**config.mk**
```make
export PLATFORM = sky130hd
export DESIGN_NAME = tl_acquire_responder
export DESIGN_NICKNAME = d
export VERILOG_FILES = /design/src/rtl/tl_responder_pkg.sv /design/src/rtl/tl_resp_beat_counter.sv /design/src/rtl/tl_acquire_responder.sv
export SDC_FILE = /design/constraint.sdc
export NUM_CORES = 1
export LEC_CHECK = 0
export CORE_ASPECT_RATIO = 0.9
export CORE_MARGIN = 8
export CORE_UTILIZATION = 24
export CTS_BUF_LIST = sky130_fd_sc_hd__clkbuf_16
export DETAILED_ROUTE_END_ITERATION = 8
export PLACE_DENSITY = 0.59
export SYNTH_ARGS = -nofsm -noshare
export SYNTH_HDL_FRONTEND = slang
export SYNTH_SLANG_ARGS = --single-unit
```
**constraint.sdc**
```tcl
create_clock -name clock -period 4.1 [get_ports clock]
set_input_delay 0.82 -clock clock [delete_from_list [all_inputs] [get_ports clock]]
set_output_delay 0.82 -clock clock [all_outputs]
set_load 0.02 [all_outputs]
```
**src/rtl/tl_responder_pkg.sv**
```systemverilog
// Shared types for the TileLink manager-side responder: A/D opcodes, grow/cap
// params, FSM states and the line-to-beat helper.
package tl_responder_pkg;

    typedef enum logic [2:0] {
        A_PUT_FULL      = 3'd0,
        A_PUT_PARTIAL   = 3'd1,
        A_ARITHMETIC    = 3'd2,
        A_LOGICAL       = 3'd3,
        A_GET           = 3'd4,
        A_INTENT        = 3'd5,
        A_ACQUIRE_BLOCK = 3'd6,
        A_ACQUIRE_PERM  = 3'd7
    } a_opcode_e;

    typedef enum logic [2:0] {
        D_ACCESS_ACK      = 3'd0,
        D_ACCESS_ACK_DATA = 3'd1,
        D_GRANT_DATA      = 3'd5
    } d_opcode_e;

    typedef enum logic [2:0] {
        GROW_NTOB = 3'd0,
        GROW_NTOT = 3'd1,
        GROW_BTOT = 3'd2
    } grow_e;

    typedef enum logic [1:0] {
        CAP_TOT = 2'd0,
        CAP_TOB = 2'd1
    } cap_e;

    typedef enum logic [2:0] {
        ST_IDLE,
        ST_EXEC,
        ST_RESP,
        ST_GRANT_RD,
        ST_GRANT_D,
        ST_WAIT_E
    } state_e;

    function automatic int unsigned beats_per_line(input int unsigned line_bytes,
                                                   input int unsigned data_w);
        return (line_bytes * 8) / data_w;
    endfunction

endpackage

```
**src/rtl/tl_resp_beat_counter.sv**
```systemverilog
// Grant beat index; wrap_o pulses on the increment that rolls the last beat back to 0.
module tl_resp_beat_counter #(
    parameter int unsigned BEATS  = 16,
    parameter int unsigned BEAT_W = 4
) (
    input  logic              clk,
    input  logic              rst_n,
    input  logic              inc_i,
    output logic [BEAT_W-1:0] beat_o,
    output logic              wrap_o
);

    logic [BEAT_W-1:0] beat_q, beat_d;
    logic              last;

    always_comb begin
        last   = (beat_q == BEAT_W'(BEATS - 1));
        wrap_o = inc_i && last;
        beat_d = beat_q;
        if (wrap_o) begin
            beat_d = '0;
        end else if (inc_i) begin
            beat_d = beat_q + 1'b1;
        end
    end

    always_ff @(posedge clk or negedge rst_n) begin
        if (!rst_n) begin
            beat_q <= '0;
        end else begin
            beat_q <= beat_d;
        end
    end

    assign beat_o = beat_q;

endmodule

```
**src/rtl/tl_acquire_responder.sv**
```systemverilog
// TileLink manager-side responder between the dcache and a 1-cycle SRAM.
// Optional address window check: define TL_RESPONDER_RANGE_CHECK_EN.
module tl_acquire_responder
    import tl_responder_pkg::*;
#(
    parameter int unsigned ADDR_W     = 32,
    parameter int unsigned DATA_W     = 32,
    parameter int unsigned SOURCE_W   = 2,
    parameter int unsigned LINE_BYTES = 64
`ifdef TL_RESPONDER_RANGE_CHECK_EN
    ,
    parameter logic [ADDR_W-1:0] BASE_ADDR  = '0,
    parameter longint unsigned   SIZE_BYTES = 64'h0001_0000
`endif
) (
    input  logic                  clock,
    input  logic                  reset_n,
    input  logic                  a_valid,
    output logic                  a_ready,
    input  logic [2:0]            a_opcode,
    input  logic [2:0]            a_param,
    input  logic [3:0]            a_size,
    input  logic [SOURCE_W-1:0]   a_source,
    input  logic [ADDR_W-1:0]     a_address,
    input  logic [DATA_W/8-1:0]   a_mask,
    input  logic [DATA_W-1:0]     a_data,
    output logic                  d_valid,
    input  logic                  d_ready,
    output logic [2:0]            d_opcode,
    output logic [1:0]            d_param,
    output logic [3:0]            d_size,
    output logic [SOURCE_W-1:0]   d_source,
    output logic                  d_sink,
    output logic                  d_denied,
    output logic [DATA_W-1:0]     d_data,
    input  logic                  e_valid,
    output logic                  e_ready,
    output logic                  mem_req,
    output logic                  mem_we,
    output logic [ADDR_W-1:0]     mem_addr,
    output logic [DATA_W-1:0]     mem_wdata,
    output logic [DATA_W/8-1:0]   mem_wmask,
    input  logic [DATA_W-1:0]     mem_rdata
);

    localparam int unsigned STRB_W  = DATA_W / 8;
    localparam int unsigned OFF_W   = $clog2(STRB_W);
    localparam int unsigned LINE_LG = $clog2(LINE_BYTES);
    localparam int unsigned BEATS   = beats_per_line(LINE_BYTES, DATA_W);
    localparam int unsigned BEAT_W  = (BEATS > 1) ? $clog2(BEATS) : 1;

    typedef struct packed {
        logic [2:0]          opcode;
        logic [2:0]          param;
        logic [3:0]          size;
        logic [SOURCE_W-1:0] source;
        logic [ADDR_W-1:0]   address;
        logic [STRB_W-1:0]   mask;
        logic [DATA_W-1:0]   data;
        logic                denied;
    } req_t;

    state_e            state_q, state_d;
    req_t              req_q, req_d;
    logic              rd_pend_q;
    logic [DATA_W-1:0] rdata_q;
    logic [DATA_W-1:0] rd_data;
    logic              a_fire, is_access, is_grant, in_range, a_denied;
    logic              beat_inc, beat_wrap;
    logic [BEAT_W-1:0] beat;

`ifdef TL_RESPONDER_RANGE_CHECK_EN
    localparam int unsigned     AW1      = ADDR_W + 1;
    localparam logic [ADDR_W:0] RANGE_LO = {1'b0, BASE_ADDR};
    localparam logic [ADDR_W:0] RANGE_HI = RANGE_LO + AW1'(SIZE_BYTES);
    assign in_range = ({1'b0, a_address} >= RANGE_LO) && ({1'b0, a_address} < RANGE_HI);
`else
    assign in_range = 1'b1;
`endif

    // A grant needs a full-line size; anything else unsupported becomes a denied AccessAck.
    always_comb begin
        a_fire    = a_valid && a_ready;
        is_access = (a_opcode == A_GET) || (a_opcode == A_PUT_FULL) ||
                    (a_opcode == A_PUT_PARTIAL);
        is_grant  = (a_opcode == A_ACQUIRE_BLOCK) && (a_size == 4'(LINE_LG));
        a_denied  = !(is_access || is_grant) || !in_range;
    end

    // NOTE: every signal driven from always_comb gets a default first, so no
    // path can leave it unassigned and infer a latch.
    always_comb begin
        req_d = req_q;
        if (a_fire) begin
            req_d.opcode  = a_opcode;
            req_d.param   = a_param;
            req_d.size    = a_size;
            req_d.source  = a_source;
            req_d.address = a_address;
            req_d.mask    = a_mask;
            req_d.data    = a_data;
            req_d.denied  = a_denied;
        end
    end

    // SRAM data is live the cycle after the strobe; hold it so D stays stable under stall.
    always_ff @(posedge clock or negedge reset_n) begin
        if (!reset_n) begin
            req_q     <= '0;
            rd_pend_q <= 1'b0;
            rdata_q   <= '0;
        end else begin
            req_q     <= req_d;
            rd_pend_q <= mem_req && !mem_we;
            if (rd_pend_q) begin
                rdata_q <= mem_rdata;
            end
        end
    end

    assign rd_data  = rd_pend_q ? mem_rdata : rdata_q;
    assign beat_inc = (state_q == ST_GRANT_D) && d_ready && !req_q.denied;

    tl_resp_beat_counter #(
        .BEATS  (BEATS),
        .BEAT_W (BEAT_W)
    ) u_beat_counter (
        .clk    (clock),
        .rst_n  (reset_n),
        .inc_i  (beat_inc),
        .beat_o (beat),
        .wrap_o (beat_wrap)
    );

    // NOTE: registered state uses non-blocking assignments so every flop samples
    // pre-edge values regardless of process ordering.
    always_ff @(posedge clock or negedge reset_n) begin
        if (!reset_n) begin
            state_q <= ST_IDLE;
        end else begin
            state_q <= state_d;
        end
    end

    always_comb begin
        state_d = state_q;
        case (state_q)
            ST_IDLE:     if (a_fire) state_d = is_grant ? ST_GRANT_RD : ST_EXEC;
            ST_EXEC:     state_d = ST_RESP;
            ST_RESP:     if (d_ready) state_d = ST_IDLE;
            ST_GRANT_RD: state_d = ST_GRANT_D;
            ST_GRANT_D:  if (d_ready) state_d = (req_q.denied || beat_wrap) ? ST_WAIT_E : ST_GRANT_RD;
            ST_WAIT_E:   if (e_valid) state_d = ST_IDLE;
            default:     state_d = ST_IDLE;
        endcase
    end

    always_comb begin
        a_ready   = 1'b0;
        e_ready   = 1'b0;
        d_valid   = 1'b0;
        d_opcode  = D_ACCESS_ACK;
        d_param   = CAP_TOT;
        d_size    = '0;
        d_source  = '0;
        d_sink    = 1'b0;
        d_denied  = 1'b0;
        d_data    = '0;
        mem_req   = 1'b0;
        mem_we    = 1'b0;
        mem_addr  = req_q.address & ~ADDR_W'(STRB_W - 1);
        mem_wdata = req_q.data;
        mem_wmask = '0;
        case (state_q)
            ST_IDLE: a_ready = 1'b1;
            ST_EXEC: begin
                if (!req_q.denied) begin
                    mem_req = 1'b1;
                    mem_we  = (req_q.opcode != A_GET);
                    if (mem_we) mem_wmask = req_q.mask;
                end
            end
            ST_RESP: begin
                d_valid  = 1'b1;
                d_opcode = (req_q.opcode == A_GET) ? D_ACCESS_ACK_DATA : D_ACCESS_ACK;
                d_size   = req_q.size;
                d_source = req_q.source;
                d_denied = req_q.denied;
                if (req_q.opcode == A_GET && !req_q.denied) d_data = rd_data;
            end
            ST_GRANT_RD: begin
                mem_req  = !req_q.denied;
                mem_addr = (req_q.address & ~ADDR_W'(LINE_BYTES - 1)) |
                           (ADDR_W'(beat) << OFF_W);
            end
            ST_GRANT_D: begin
                d_valid  = 1'b1;
                d_opcode = D_GRANT_DATA;
                d_param  = (req_q.param == GROW_NTOB) ? CAP_TOB : CAP_TOT;
                d_size   = req_q.size;
                d_source = req_q.source;
                d_denied = req_q.denied;
                if (!req_q.denied) d_data = rd_data;
            end
            ST_WAIT_E: e_ready = 1'b1;
            default: ;
        endcase
    end

endmodule

```
Yosys cells after proc, flatten, opt, wreduce, memory -nomap -nowiden:

Index checks and enable logic that the tools add are counted.

* register bits after elaboration: 121
* input port bits: 117
* output and inout bits: 118
* logic and storage cells: 81

* add/sub/neg operators: 1
* equality and inequality tests: 16
* multiplexer cells: 31
* bitwise gates (word level): 1
* reduce and logical (&&, ||, !) cells: 20

Operators by type and width (count)
* $mux W32: 4
* $pmux W32 S2: 1
* $or A32 B6 Y32: 1
* $mux W4: 6
* $pmux W3 S6: 1
* $eq A3 B3 Y1 const B: 5
* $mux W3: 5
* $mux W1: 10
* $logic_not A3 Y1: 3
* $ne A2 B2 Y1 const B: 4
* $logic_and A1 B1 Y1: 7
* $eq A3 B1 Y1 const B: 2
* $eq A3 B2 Y1 const B: 2
* $pmux W3 S2: 1
* $add A4 B1 Y4 const B: 1
* $eq A4 B3 Y1 const B: 1
* $eq A4 B4 Y1 const B: 1
* $logic_or A1 B1 Y1: 4
* $mux W2: 2
* $reduce_and A4 Y1: 1
* $logic_not A1 Y1: 3
* $ne A3 B3 Y1 const B: 1
* $pmux W1 S2: 1
* $reduce_bool A2 Y1: 1
* $reduce_or A2 Y1: 1

Logic depth before layout (Yosys ltp):

Gate-level depths: netlist of the first run.

* word-level depth: 8
* mapped depth: 5
* depth with buffers taken out: 4

Cells and area by module:

Synthesis of the first run repeated with hierarchy kept, for this count alone.

* cells, all modules: 419
* area, all modules: 5561.6 um^2

Modules (own cells, without submodules)
* tl_acquire_responder: times used 1, cells an instance 400, area an instance 5373.9 um^2, sequential area each 2877.8 um^2
* tl_resp_beat_counter: times used 1, cells an instance 19, area an instance 187.7 um^2, sequential area each 100.1 um^2

Worst setup path after synthesis of the first run:

Ideal clock, no wire load.

* path type: reg-to-output
* start: register state_q[1]
* end: output port d_param[0]
* arrival time: 1797 ps
* required time: 3280 ps
* path slack: 1483 ps
* stages on the path, launching flop included: 4
* path buffers: 1
* path through: dfrtp_1 > buf_2 > nor3b_2 > nor4b_1

* longest elaborated chain between the ends: 2

Ends and longest elaborated chain
* from (decl): RTL line tl_acquire_responder.sv:63 `state_e state_q, state_d;`
* from (signal assigned): RTL line tl_acquire_responder.sv:141 `state_q <= state_d;`
* $eq A3 B3 Y1: RTL line tl_acquire_responder.sv:174 `case (state_q)`
* $mux W1: RTL line tl_acquire_responder.sv:174
* to (decl): RTL line tl_acquire_responder.sv:30 `output logic [1:0] d_param,`

Every way passes these cells.

Final worst setup path of the first run:

* start: register state_q[0]
* end: output port mem_wmask[3]

* longest elaborated chain between the ends: 2

Ends and longest elaborated chain
* $eq A3 B1 Y1: RTL line tl_acquire_responder.sv:174
* $mux W4: RTL line tl_acquire_responder.sv:174
* to (decl): RTL line tl_acquire_responder.sv:42 `output logic [DATA_W/8-1:0] mem_wmask,`

Every way passes these cells.

==> results.toml, run 1 <==
[synth]
synthesis.area_per_instance_sq_um = 13.48
netlist_instances = 422
postSynth.asyncResetShare_pct = 100.0
synthesis_stage_register_bit_count = 119
number_of_enable_flip_flop_cells_after_synthesis = 0
post_synth_instance_area_sq_um = 5688
postSynth.topFlopCell = "sky130_fd_sc_hd__dfrtp_1"
synth-warning-count = 0
synth.yosys.seq_area_share_pct = 52.35
synth.distinct_cells = 41

[finish]
sequential_cell_area_sq_um = 2978
fill_cells = 2287
fin_nets = 709
syn2layout_area_growth_pct = 45.03
layout.cells.non_filler = 901
multi_input_comb_area_sq_um = 2078
design_area_sq_um = 8249
diodes = 0
drive_above_1_share_pct = 24.54
mostFrequentLayoutCells = "sky130_fd_sc_hd__clkdlybuf4s50_1 (226), sky130_fd_sc_hd__dfrtp_1 (119), sky130_fd_sc_hd__mux2_2 (95), sky130_fd_sc_hd__nor3b_1 (34), sky130_fd_sc_hd__mux2_4 (18)"
layout.cells.most_common = "sky130_fd_sc_hd__clkdlybuf4s50_1"
final_core_utilization_pct = 35.34

[sta]
timing.final.max_slew_violations = 0
fin_skew_ns = 0.007046
final_critical_path_setup_slack_ns = 0.5364
worst_relative_slew_slack_pct = 40.38
final_setup_viols = 0
grt_setup_unrepaired = "false"
worst_slew_pin_slew_ns = 0.8942
fin_setup_tns_ns = 0
finalWorstPathRequiredPeriod_ns = 3.564
achievable-frequency_mhz = 280.6
timing.final.hold_violations = 0
post-route-period-util_pct = 86.92

[place]
io_buffers = 227
dpl.cell_count = 874
placedInstanceArea_sq_um = 7756
routabilityCongestion = 0.7450
dpl.hpwl_um = 11760
preCtsSetupSlack_ns = 0.9086

[floorplan]
chipHeight_um = 162.0
fp.dieArea_sq_um = 28890
top_level_ports = 235
core_sq_um = 23340
die_w_um = 178.3
start_util_pct = 24.37
std_cell_rows = 53

[drt]
via_per_inst = 4.133
detailed_route_via_count = 3724
number_of_design_rule_violations_left_by_the_first_detailed_router_iteration = 114
drcViolationCount = 0
wl_um = 15730
detail_route.wl_per_cell_um = 17.45
drtPass1Iterations = 4
number_of_nets_with_antenna_violations_after_routing = 0

[flow_run]
cap_violations = 0

[clocking]
cts_tree = "built"
postCtsSetupBuffers = 0
ctsResizeCount = 0
cts.htree.levels = 4
cts_buffers = 17
ctsRootBufferMaster = "sky130_fd_sc_hd__clkbuf_16"
cts.sinks = 119
clk-insertion-delay-late_ns = 0.40
cts-hold-fix-buffers = 0
clk_transition_reported_paths_ns = 0.05
cts.path.max_buffers = 2

[critical_path]
critical_path.startpoint_type = "register"
timing.critical_path.arrival_ns = 2.74
timing.critical_path.from = "state_q[0]"
worstPathMaxFanout = 16
cpMaxStageDelayCell = "sky130_fd_sc_hd__dfrtp_1"
timing.setup.critical_path_class = "register to primary output"
critical_path.cell_chain = "or3b_2, nor3_2, and2_1, clkdlybuf4s50_1"
critical_path.endpoint_type = "primary output"
reg2reg_from = "state_q[0]"
cp_slowest_stage_delay_ns = 0.65
required_time_of_the_worst_setup_path_ns = 3.28

[grt]
grt_pass1_vias = 4369
global_route_wire_length_before_repair_um = 24730
grt_start_max_net_pins = 68
groute.usage.overall_pct = 10.94
antenna_found_initial = 0
grt.overflow.total = 0

[min_path]
min-delay-start = "rdata_q[23]"
worstHoldPathType = "register to register"

[power]
ir_drop_uv = 342.8
power.density_cell_area_nw_per_um2 = 733.2
static-leakage-power_uw = 0.003299

[status]
status = "completed"
worst paths after layout:
path / end / slack [ns] / cells after the start
worst min-delay path: rdata_q[23] / 0.48 / 1
min in group asynchronous: req_q[56] / 0.53 / 1
worst max register to register: mem_wdata[1] / 2.07 / 3
worst max-delay path: mem_wmask[3] / 0.54 / 4
max in group asynchronous: mem_wdata[2] / 2.65 / 2
worst min register to register: rdata_q[23] / 0.48 / 1
synthesized netlist by cell type (all sizes together), types with 2 or more instances:
cell      n  area [sq um]
mux2    116          1374
a21boi    2         15.01
clkbuf    7         26.28
nor3      2         15.01
and3      2         12.51
nand3     2         10.01
and2     12         75.07
nor3b    35         267.8
nor4b     2         32.53
buf      80         616.8
o22a      2         17.52
nand4     2         12.51
nor2      6         22.52
dfrtp   119          2978
nand2     7         26.28
nor2b     5         31.28
a21oi     3         15.01
inv       2         7.510
metrics by stage:
stage / power, uW / hold slack (ns)
4_1_cts: 6178 / 0.4800
3_5_place_dp: 4827 / 0.4685
3_3_place_gp: 4727 / 0.4570
2_1_floorplan: 4081 / 0.4472
5_1_grt: 6421 / 0.4998
6_report: 6048 / 0.4776
flip-flops by register name, summed over array words and instances (netlist names):
| signal | count |
|---|---|
| req_q | 47 |
| mem_wdata | 32 |
| rdata_q | 32 |
| u_beat_counter.beat_o | 4 |
| state_q | 3 |
| rd_pend_q | 1 |
critical path: cells and delay by family, from the launching register on:
kind,cells,cell delay (ns)
and+or+nand+nor,3,1.05
DFF,1,0.65
buffers and inverters,1,0.64
power breakdown:
part | switching (uW) | internal [uW]
sequential | 303 | 1760
combinational | 1220 | 1480
clock | 493 | 797
per-layer routing:
metal,share of wire (%),GRT usage (%),vias to the layer above
met2,52,19.55,124
met3,7.7,4.154,17
met4,2.4,4.056,0
met5,0,0,-
met1,38,11.49,1857
li1,-,-,1726
cell families after synthesis:
family	count (synthesis)	share of synthesized area, %
other	1	0.06593
adders and majority gates	1	0.2199
and+or+nand+nor	81	9.789
xor gates and xnor gates	1	0.1540
DFF	119	52.35
muxes	117	24.33
AOI/OAI and AO/OA	13	1.650
buffers and inverters	89	11.44
final cells by class:
type                    instances  area share (%)
flip-flops and latches        119           36.10
repair buffers                233           28.06
multi-input cells             218           25.19
clock buffers                  17           5.157
well taps                     302           4.581
clock inverters                10          0.8191
inverters                       2         0.09101
Power figures use the tool's default switching activity.
==> inputs of run 2 (changes only) <==
--- a/config.mk
+++ b/config.mk
@@ -5,12 +5,14 @@
 export SDC_FILE = /design/constraint.sdc
 export NUM_CORES = 1
 export LEC_CHECK = 0
+export CELL_PAD_IN_SITES_DETAIL_PLACEMENT = 1
+export CELL_PAD_IN_SITES_GLOBAL_PLACEMENT = 1
 export CORE_ASPECT_RATIO = 0.9
 export CORE_MARGIN = 8
 export CORE_UTILIZATION = 24
 export CTS_BUF_LIST = sky130_fd_sc_hd__clkbuf_16
 export DETAILED_ROUTE_END_ITERATION = 8
-export PLACE_DENSITY = 0.59
+export PLACE_DENSITY = 0.7
 export SYNTH_ARGS = -nofsm -noshare
 export SYNTH_HDL_FRONTEND = slang
 export SYNTH_SLANG_ARGS = --single-unit
==> run 2 against run 1 <==
Sequential share of layout area down 0.36 points. Non-clock buffer count down 1. Wire length up 5.4%. Fmax down 2.2%. Global-route usage up 0.68 points. Final cell count up 0.44%. Critical endpoint is now mem_wmask[1].
==> results.toml, run 2 (same netlist as run 1, synthesis figures left out) <==
[finish]
syn2layout_area_growth_pct = 46.48
fill_cells = 2474
largest_register = "req_q"
diodes = 0
layout.cells.most_common = "sky130_fd_sc_hd__clkdlybuf4s50_1"
largest_register_ff_count = 47
mostFrequentLayoutCells = "sky130_fd_sc_hd__clkdlybuf4s50_1 (226), sky130_fd_sc_hd__dfrtp_1 (119), sky130_fd_sc_hd__mux2_2 (95), sky130_fd_sc_hd__nor3b_1 (34), sky130_fd_sc_hd__mux2_4 (18)"
fin_nets = 708
drive_above_1_share_pct = 25.04

[clocking]
cts-hold-fix-buffers = 0
cts.htree.levels = 4
postCtsSetupBuffers = 0
cts.sinks = 119
ctsRootBufferMaster = "sky130_fd_sc_hd__clkbuf_16"
ctsResizeCount = 0
clk-insertion-delay-late_ns = 0.41
cts.path.max_buffers = 2
clk_transition_reported_paths_ns = 0.06
cts_tree = "built"
cts_buffers = 17

[floorplan]
die_w_um = 178.3
start_util_pct = 24.37
std_cell_rows = 53
core_sq_um = 23340
chipHeight_um = 162.0
top_level_ports = 235
fp.dieArea_sq_um = 28890

[power]
power.clock.fraction_pct = 23.4
power.density_cell_area_nw_per_um2 = 751.4
ir_drop_uv = 265.8
seq_power_share_pct = 33.1
internal_portion_of_total_power_uw = 4171
comb_power_share_pct = 43.5
net_switching_share_of_the_total_power_pct = 33.38
p_sw_uw = 2089
static-leakage-power_uw = 0.003347

[critical_path]
timing.rr.end = "mem_wdata[8]"
required_time_of_the_worst_setup_path_ns = 3.28
worstPathMaxFanout = 16
critical_path.startpoint_type = "register"
timing.setup.critical_path_class = "register to primary output"
setup.reg_to_reg.worst_slack_ns = 2.06
endpoint = "mem_wmask[1]"
reg2reg_from = "state_q[0]"
timing.critical_path.from = "state_q[0]"
critical_path.endpoint_type = "primary output"
timing.critical_path.arrival_ns = 2.82
worstRegToRegCells = 3

[drt]
via_per_inst = 4.157
number_of_nets_with_antenna_violations_after_routing = 0
detailed_route_via_count = 3762
drtPass1Iterations = 4
detail_route.wl_per_cell_um = 18.32
number_of_design_rule_violations_left_by_the_first_detailed_router_iteration = 92
drcViolationCount = 0
wl_um = 16580

[min_path]
worstHoldPathType = "register to register"
min-delay-start = "rdata_q[2]"

[grt]
grt_start_max_net_pins = 75
antenna_found_initial = 0
global_route_wire_length_before_repair_um = 26130
grt_pass1_vias = 4457
grt.overflow.total = 0
groute.usage.overall_pct = 11.62

[sta]
timing.final.hold_violations = 0
worst_slew_pin_slew_ns = 0.9971
post-route-period-util_pct = 88.89
fin_setup_tns_ns = 0
finalWorstPathRequiredPeriod_ns = 3.644
timing.final.max_slew_violations = 0
grt_setup_unrepaired = "false"
achievable-frequency_mhz = 274.4
fin_skew_ns = 0.007073
worst_relative_slew_slack_pct = 33.53
hold_slack_ns = 0.4868
final_setup_viols = 0

[place]
dpl.hpwl_um = 12450
io_buffers = 227
routabilityCongestion = 0.7149

[flow_run]
cap_violations = 0

[status]
status = "completed"
[run 2: cell types whose count changed in the layout (fill, tap and decap cells not counted)]
cell                         change
sky130_fd_sc_hd__clkinv_1        -3
sky130_fd_sc_hd__inv_1           +3
sky130_fd_sc_hd__buf_4           -2
sky130_fd_sc_hd__bufinv_16       +2
sky130_fd_sc_hd__clkinv_2        +2
sky130_fd_sc_hd__buf_12          +1
sky130_fd_sc_hd__clkinvlp_4      +1
[run 2: worst max-delay path: stages (launching register included)]
cell and delay [ns]:
sky130_fd_sc_hd__dfrtp_1 0.65, sky130_fd_sc_hd__or3b_2 0.54, sky130_fd_sc_hd__nor3_2 0.39, sky130_fd_sc_hd__and2_1 0.19
sky130_fd_sc_hd__clkdlybuf4s50_1 0.63
[run 2: power by group through the flow]
stage	logic (uW)	registers [uW]	clock network [uW]
2_1_floorplan	2130	1960	0
3_3_place_gp	2690	2050	0
3_5_place_dp	2780	2090	0
4_1_cts	2780	2080	1520
5_1_grt	2910	2150	1570
6_report	2720	2070	1470
[run 2: worst min-delay path by stage]
stage                             end  slack, ns  cells past startpoint
after floorplan           rdata_q[23]       0.45                      1
after global placement    rdata_q[26]       0.46                      1
after detailed placement   rdata_q[2]       0.48                      1
after CTS                 rdata_q[23]       0.49                      1
after global routing       rdata_q[2]       0.50                      1
final                      rdata_q[2]       0.49                      1
[run 2: layout make-up]
class	count	area, sq um	area share, %
sequential	119	2978	35.74
timing repair buffer	232	2320	27.84
multi-input combinational	218	2078	24.94
clock buffer	17	425.4	5.106
tap	302	377.9	4.535
clock inverter	15	145.1	1.742
inverter	2	7.507	0.09010
[run 2: through the flow]
stage          cells  utilization, %  total power (uW)  setup slack, ns  area, sq um
3_3_place_gp     873           33.25              4738           0.8751         7761
4_1_cts          905           35.69              6388           0.4145         8332
5_1_grt          905           35.69              6637           0.2722         8332
2_1_floorplan    426               -              4081            1.483         5703
6_report         905           35.69              6260           0.4555         8332
3_5_place_dp     873           33.25              4870           0.8785         7761
[run 2: routing by layer]
metal  track usage (%)  up-vias  wire, um
li1                  -     1729         -
met1             12.49     1895      6304
met2             20.47      127      8682
met3             4.897       11      1389
met4             3.417        0       207
met5                 0        -         0
